===== config.mk =====
export PLATFORM = sky130hd
export DESIGN_NAME = gray_track_rx
export DESIGN_NICKNAME = d
export VERILOG_FILES = /design/src/rtl/gray_track_pkg.sv /design/src/rtl/gray2bin.sv /design/src/rtl/gray_track_rx.sv
export SDC_FILE = /design/constraint.sdc
export NUM_CORES = 1
export LEC_CHECK = 0
export ABC_CLOCK_PERIOD_IN_PS = 4500
export BUFFER_PORTS_ARGS = -buffer_cell sky130_fd_sc_hd__buf_2
export CORE_ASPECT_RATIO = 0.9
export CORE_MARGIN = 4
export CORE_UTILIZATION = 53
export DETAILED_ROUTE_END_ITERATION = 12
export PLACE_DENSITY_LB_ADDON = 0.12
export SLEW_MARGIN = 10
export SYNTH_ARGS = -nofsm -noshare
export SYNTH_HDL_FRONTEND = slang
export SYNTH_SLANG_ARGS = --single-unit

===== constraint.sdc =====
create_clock -name clk -period 4.5 [get_ports clk]
set_input_delay 0.675 -clock clk [delete_from_list [all_inputs] [get_ports clk]]
set_output_delay 0.675 -clock clk [all_outputs]
set_load 0.02 [all_outputs]

===== src/rtl/gray_track_pkg.sv =====
// Shared types and constants for the 3-bit Gray-code receiver.
package gray_track_pkg;

   typedef enum logic [1:0] {
      INIT  = 2'd0,
      TRACK = 2'd1,
      FAULT = 2'd2
   } state_t;

   localparam int GRAY_W = 3;

   // Modulo-8 differences that count as a single legal move.
   localparam logic [GRAY_W-1:0] DELTA_UP = 3'd1;
   localparam logic [GRAY_W-1:0] DELTA_DN = 3'd7;

endpackage


===== src/rtl/gray2bin.sv =====
// Combinational Gray-to-binary decoder: each binary bit is the XOR of all Gray bits at or above it.
module gray2bin
   import gray_track_pkg::*;
(
   input  logic [GRAY_W-1:0] g,
   output logic [GRAY_W-1:0] b
);

   generate
      for (genvar gi = 0; gi < GRAY_W; gi++) begin : g_bit
         assign b[gi] = ^g[GRAY_W-1:gi];
      end
   endgenerate

endmodule


===== src/rtl/gray_track_rx.sv =====
// Gray-code link receiver: decodes samples, reports +/-1 steps, tracks position, flags skipped codes.
module gray_track_rx
   import gray_track_pkg::*;
#(
   parameter int POS_W = 8
) (
   input  logic              clk,
   input  logic              reset,
   input  logic              en,
   input  logic              clr,
   input  logic [GRAY_W-1:0] G,
   output logic [GRAY_W-1:0] bin,
   output logic [POS_W-1:0]  pos,
   output logic              step,
   output logic              dir,
   output logic              err,
   output logic              locked
);

   state_t              state_reg, state_next;
   logic [GRAY_W-1:0]   bin_reg, bin_next;
   logic [POS_W-1:0]    pos_reg, pos_next;
   logic                step_reg, step_next;
   logic                dir_reg, dir_next;
   logic                err_reg, err_next;
   logic [GRAY_W-1:0]   dec;
   logic [GRAY_W-1:0]   delta;

   gray2bin u_gray2bin (
      .g (G),
      .b (dec)
   );

   // Wraps naturally, so 7->0 reads as +1 and 0->7 as -1.
   assign delta = dec - bin_reg;

   always_ff @(posedge clk) begin
      if (reset) begin
         state_reg <= INIT;
         bin_reg   <= '0;
         pos_reg   <= '0;
         step_reg  <= 1'b0;
         dir_reg   <= 1'b0;
         err_reg   <= 1'b0;
      end else begin
         state_reg <= state_next;
         bin_reg   <= bin_next;
         pos_reg   <= pos_next;
         step_reg  <= step_next;
         dir_reg   <= dir_next;
         err_reg   <= err_next;
      end
   end

   always_comb begin
      state_next = state_reg;
      bin_next   = bin_reg;
      pos_next   = pos_reg;
      step_next  = 1'b0;
      dir_next   = dir_reg;
      err_next   = 1'b0;
      // clr drops any sample on the same edge and leaves bin untouched.
      if (clr) begin
         state_next = INIT;
         pos_next   = '0;
      end else if (en) begin
         bin_next = dec;
         unique case (state_reg)
            INIT: state_next = TRACK;
            TRACK: begin
               if (delta == DELTA_UP) begin
                  step_next = 1'b1;
                  dir_next  = 1'b1;
                  pos_next  = pos_reg + POS_W'(1);
               end else if (delta == DELTA_DN) begin
                  step_next = 1'b1;
                  dir_next  = 1'b0;
                  pos_next  = pos_reg - POS_W'(1);
               end else if (delta != '0) begin
                  err_next   = 1'b1;
                  state_next = FAULT;
               end
            end
            FAULT: state_next = FAULT;
            default: state_next = INIT;
         endcase
      end
   end

   assign bin    = bin_reg;
   assign pos    = pos_reg;
   assign step   = step_reg;
   assign dir    = dir_reg;
   assign err    = err_reg;
   assign locked = (state_reg == TRACK);

endmodule


Word-level counts from Yosys, hierarchy flattened
Index checks and enable logic that the tools add are counted.
{ "word_totals": {"reg_bits": 16, "out_inout_bits": 15, "elab_cells": 42, "input_bits": 7} }
{ "op_classes": {"n_eq_ne": 7, "n_addsub": 3, "reduce_logical": 12, "bitwise": 3, "mux": 11} }
{ "ops": {"columns": ["operator", "n"], "rows": [
  ["$mux W8", 2],
  ["$add A8 B1 Y8 const B", 1],
  ["$reduce_and A4 Y1", 2],
  ["$sub A8 B1 Y8 const B", 1],
  ["$mux W2", 3],
  ["$pmux W2 S3", 1],
  ["$reduce_or A6 Y1", 1],
  ["$mux W1", 5],
  ["$ne A2 B2 Y1 const B", 2],
  ["$reduce_or A4 Y1", 1],
  ["$eq A3 B1 Y1 const B", 1],
  ["$eq A3 B3 Y1 const B", 1],
  ["$not A1 Y1", 3],
  ["$reduce_and A3 Y1", 1],
  ["$reduce_bool A3 Y1", 1],
  ["$reduce_xor A3 Y1", 1],
  ["$sub A3 B3 Y3", 1],
  ["$eq A2 B1 Y1 const B", 1],
  ["$eq A2 B2 Y1 const B", 1],
  ["$logic_not A2 Y1", 1],
  ["$ne A2 B1 Y1 const B", 1],
  ["$reduce_and A2 Y1", 1],
  ["$reduce_bool A2 Y1", 1],
  ["$reduce_or A2 Y1", 1],
  ["$reduce_xor A2 Y1", 1]
]} }

Longest topological paths before layout
{ "logic_depth": {"word_depth": 7, "mapped_depth": 14, "mapped_depth_nobuf": 14} }

Modules after synthesis
From an unflattened synthesis, not the netlist that was laid out.
{ "hier_totals": {"cells_unflattened": 122, "hier_area_um2": 1057.3} }
{ "modules_own_cells": {"columns": ["module", "cells_per_inst", "seq_area_each_um2", "instances", "area_per_inst_um2"], "rows": [
  ["gray_track_rx", 119, 320.3, 1, 1017.2],
  ["gray2bin", 3, 0.0, 1, 40.0]
]} }

Least setup slack after synthesis
No wires, ideal clock.
{ "synth_path": {"path_kind": "input to register", "startpoint": "input port G[2]", "endpoint": "register pos_reg[7], in the netlist pos[7]", "required_ps": 4377, "path_buffers": 0, "stages": 14, "setup_ps": 123, "setup_slack_ps": 643, "arrival_time_ps": 3734, "cell_sequence": "xor2_1 > xnor2_1 > ha_1 > inv_1 > fa_1 > xnor3_2 > nor2_8 > nand2_2 > ha_1 > a21o_1 > a21o_1 > a211oi_1 > mux2i_1 > mux2_1"} }
{ "synth_via": {"elab_chain_cells": 5, "elab_cells_between_ends": 8, "cone_classes": "add/sub (1); eq/ne (2); mux (1); reduce/logical (4)"} }
{ "synth_lines": {"columns": ["item", "line", "source"], "rows": [
  ["start: declaration", "gray_track_rx.sv:11", "input logic [GRAY_W-1:0] G,"],
  ["$reduce_xor A3 Y1 or $reduce_xor A2 Y1 (tied branches)", "gray2bin.sv:11", "assign b[gi] = ^g[GRAY_W-1:gi];"],
  ["$sub A3 B3 Y3 *", "gray_track_rx.sv:35", "assign delta = dec - bin_reg;"],
  ["$eq A3 B1 Y1 or $eq A3 B3 Y1 (tied branches)", "gray_track_rx.sv:71, gray_track_rx.sv:75", null],
  ["$reduce_bool A2 Y1 (no source line)", null, null],
  ["$reduce_and A3 Y1 (no source line)", null, null],
  ["end signal: assignment", "gray_track_rx.sv:48", "pos_reg <= pos_next;"],
  ["end: declaration", "gray_track_rx.sv:22", "logic [POS_W-1:0] pos_reg, pos_next;"]
]} }
Mark *: on every way between the ends. The rest lies on a longest branch, timed or not.
A chain may end at the register's enable or synchronous reset.

Worst setup path in the final report
{ "layout_path": {"startpoint": "input port G[2]", "endpoint": "register pos_reg[7], in the netlist pos[7]"} }
{ "layout_via": {"elab_chain_cells": 5, "elab_cells_between_ends": 8, "cone_classes": "add/sub (1); eq/ne (2); mux (1); reduce/logical (4)"} }
{ "layout_lines": {"columns": ["item", "line", "source"], "rows": [
  ["$reduce_xor A2 Y1 *", "gray2bin.sv:11", null],
  ["named net dec[1]", "gray_track_rx.sv:26", "logic [GRAY_W-1:0] dec;"],
  ["$sub A3 B3 Y3 *", "gray_track_rx.sv:35", null],
  ["$eq A3 B1 Y1 or $eq A3 B3 Y1 (tied branches)", "gray_track_rx.sv:71, gray_track_rx.sv:75", null],
  ["$reduce_bool A2 Y1 (no source line)", null, null],
  ["$reduce_and A3 Y1 (no source line)", null, null]
]} }
Mark *: on every way through the listed nets, which the timed path passes. The rest lies on a longest branch.

==> results.yml <==
status:
  status: "finished clean"
timing:
  slew_viol_final: 0
  fin_crit_sh_pct: 87.5
  maxSlewHeadroom_pct: 75.9
  final.setup.tns_ns: 0
  worstMarginPinSlew_ns: 0.360
  rsz0062_at_grt: "no"
  hold_viol: 0
  holdWs_ns: 0.475
  setup_viol: 0
  period_minus_slack_ns: 3.94
  fin_worst_skew_ns: 0.00157
  fmax_ghz: 0.254
  setup_ws_ns: 0.564
clocking:
  cts_hold_buf: 0
  clock-sinks: 16
  cts_root_buffer: "clkbuf_4"
  clk_path_buf_depth: 2
  path_clk_slew_ns: 0.10
  htreeDepth: 1
  ctsResizeCount: 0
  cts_tree: "done"
  cts_buffers: 3
  postCtsSetupBuffers: 0
  worstSkewPairLatency_ns: 0.30
detailed_routing:
  drtIter0Drc: 14
  dr.pass1.iters: 4
  ant_nets: 0
  drcViolationCount: 0
  vias: 899
  totalWireLength_um: 2050
  drt-vias-per-instance: 5.38
  wl_per_cell_um: 12.3
synthesis:
  synth_top_family_by_area: "compound AO/OA/AOI/OAI gates"
  synth-simple-area-share_pct: 18.3
  synth_compound_area_share_pct: 19.1
  syn-num-nets: 136
  synth-seq-cells: 16
  ys.flop_type: "dfxtp_1"
  ys_async_sr_fraction_pct: 0
  ys_seq_area_share_pct: 29.8
  synthMuxAreaShare_pct: 9.66
  synthXorXnorAreaFrac_pct: 5.47
  yosys_warnings: 0
  synth_cell_types: 39
  synth_edf_count: 0
  syn_inst: 118
  synth_area_um2: 1070
  synth_fa_ha_area_share_pct: 14.2
  avgSynthCellArea_um2: 9.11
critical_path:
  worstPathArrival_ns: 4.13
  cp-end-kind: "flip-flop"
  crit_type: "input port to flip-flop"
  crit_fanout: 8
  slowest_delay_ns: 0.39
  r2r_slack_ns: 1.23
  crit_buf_inv: 2
  crit_family: "adder cells"
  required_ns: 4.69
  startpoint_type: "input port"
  critPathSlowestCell: "ha_1"
  cp_cell_sequence: "buf_2 -> xor2_1 -> xnor2_1 -> ha_1 -> inv_1 -> fa_1 -> xnor3_2 -> nor2_8 -> nand2_2 -> ha_1 -> a21o_1 -> a21o_1 -> a211oi_1 -> mux2i_1 -> mux2_1"
place:
  post-place-ws_ns: 0.202
  gp_routability_congestion: 0.795
  post_dp_cell_area_um2: 1210
  placed_cells: 163
  dp_hpwl_um: 1610
  io_buffers: 21
hold_path:
  worstHoldPathType: "flip-flop to flip-flop"
die:
  die_y_um: 50.7
  ios: 22
  start_util_pct: 56.1
  num_rows: 15
  fp.dieW_um: 55.5
  core_um2: 1910
  die_area_um2: 2810
final_layout:
  drive_gt1_share_pct: 25.4
  utilization_pct: 65.0
  area_delta_synth_final_pct: 15.7
  layout_common_cells: "21 x buf_2, 16 x dfxtp_1, 13 x nor2_1, 10 x nand2_1"
  final_common_cell: "buf_2"
  stdcell_area_um2: 1240
  antennaDiodeCount: 0
  largest_reg_flops: 8
  layout.nets: 161
  instances_no_fill: 167
grt:
  gr-total-overflow: 0
  grt_pass1_vias: 853
  grt_max_degree: 14
  track_usage_pct: 16.1
  grt_pass1_wl_um: 3570
  antenna_found_initial: 0
power:
  vdd.ir_drop.worst_uv: 194
  p_sw_mw: 0.111
  power_mw: 0.346
  pwr-share-clk_pct: 28.5
  swShare_pct: 32.1
  seqPwrFrac_pct: 42.4
  p_int_mw: 0.235
  combPwrFrac_pct: 29.1
  leakage_nw: 0.585
  power_density_nw_per_um2: 278
run:
  drv_cap: 0
==> power by group through the flow <==
stage               Clock (mW)  Combinational [mW]  Sequential [mW]
floorplan                    0              0.0785            0.153
detailed placement           0               0.101            0.150
global route             0.110               0.112            0.147
finish                  0.0984               0.101            0.147
global placement             0              0.0976            0.150
CTS                      0.104               0.102            0.147
==> logic make-up after synthesis <==
group,after synthesis
compound gates,27
fa+ha+maj,11
simple gates,39
mux,10
flops,16
xor+xnor,5
buf+inv,10
==> final cells by class <==
type                    instances  area [um^2]
fillers                       178          671
well taps                      25         31.3
multi-input cells              92          717
clock buffers                   4         36.3
inverters                       9         33.8
repair buffers                 21          105
flip-flops and latches         16          320
==> final timing paths <==
path / start / to / cells after the start
worst max register to register: bin[0] / pos[7] / 12
worst max-delay path: G[2] / pos[7] / 15
worst min-delay path: pos[4] / pos[4] / 2
worst min register to register: pos[4] / pos[4] / 2
==> synth_stat cells (2+ instances only) <==
cell	number	area [um^2]
nand2_1	10	37.5
a31oi_1	2	12.5
xnor2_1	2	17.5
nor2b_1	2	12.5
a21oi_1	7	35.0
nand2b_1	2	12.5
a211o_1	2	17.5
nor2_1	13	48.8
o21ai_1	2	10.0
dfxtp_1	16	320
nor3_1	3	15.0
fa_1	2	40.0
inv_1	9	33.8
xor2_1	2	17.5
ha_1	9	113
mux2_2	2	22.5
a21o_1	4	30.0
nand3_1	2	10.0
mux2i_1	7	70.1
==> routing by layer <==
| metal | global-route usage [%] | up-vias | routed length (um) |
|---|---|---|---|
| li1 | - | 464 | - |
| met1 | 19.4 | 414 | 1010 |
| met2 | 27.6 | 17 | 915 |
| met3 | 5.66 | 4 | 102 |
| met4 | 3.64 | 0 | 22 |
| met5 | 0 | - | 0 |
==> tightest hold or removal path: cells and delay by family (launching register included) <==
kind / cells / cell delay (ns)
simple gates: 1 / 0.06
compound gates: 1 / 0.05
flops: 1 / 0.33
No activity file was read; power rests on OpenSTA's default activity.
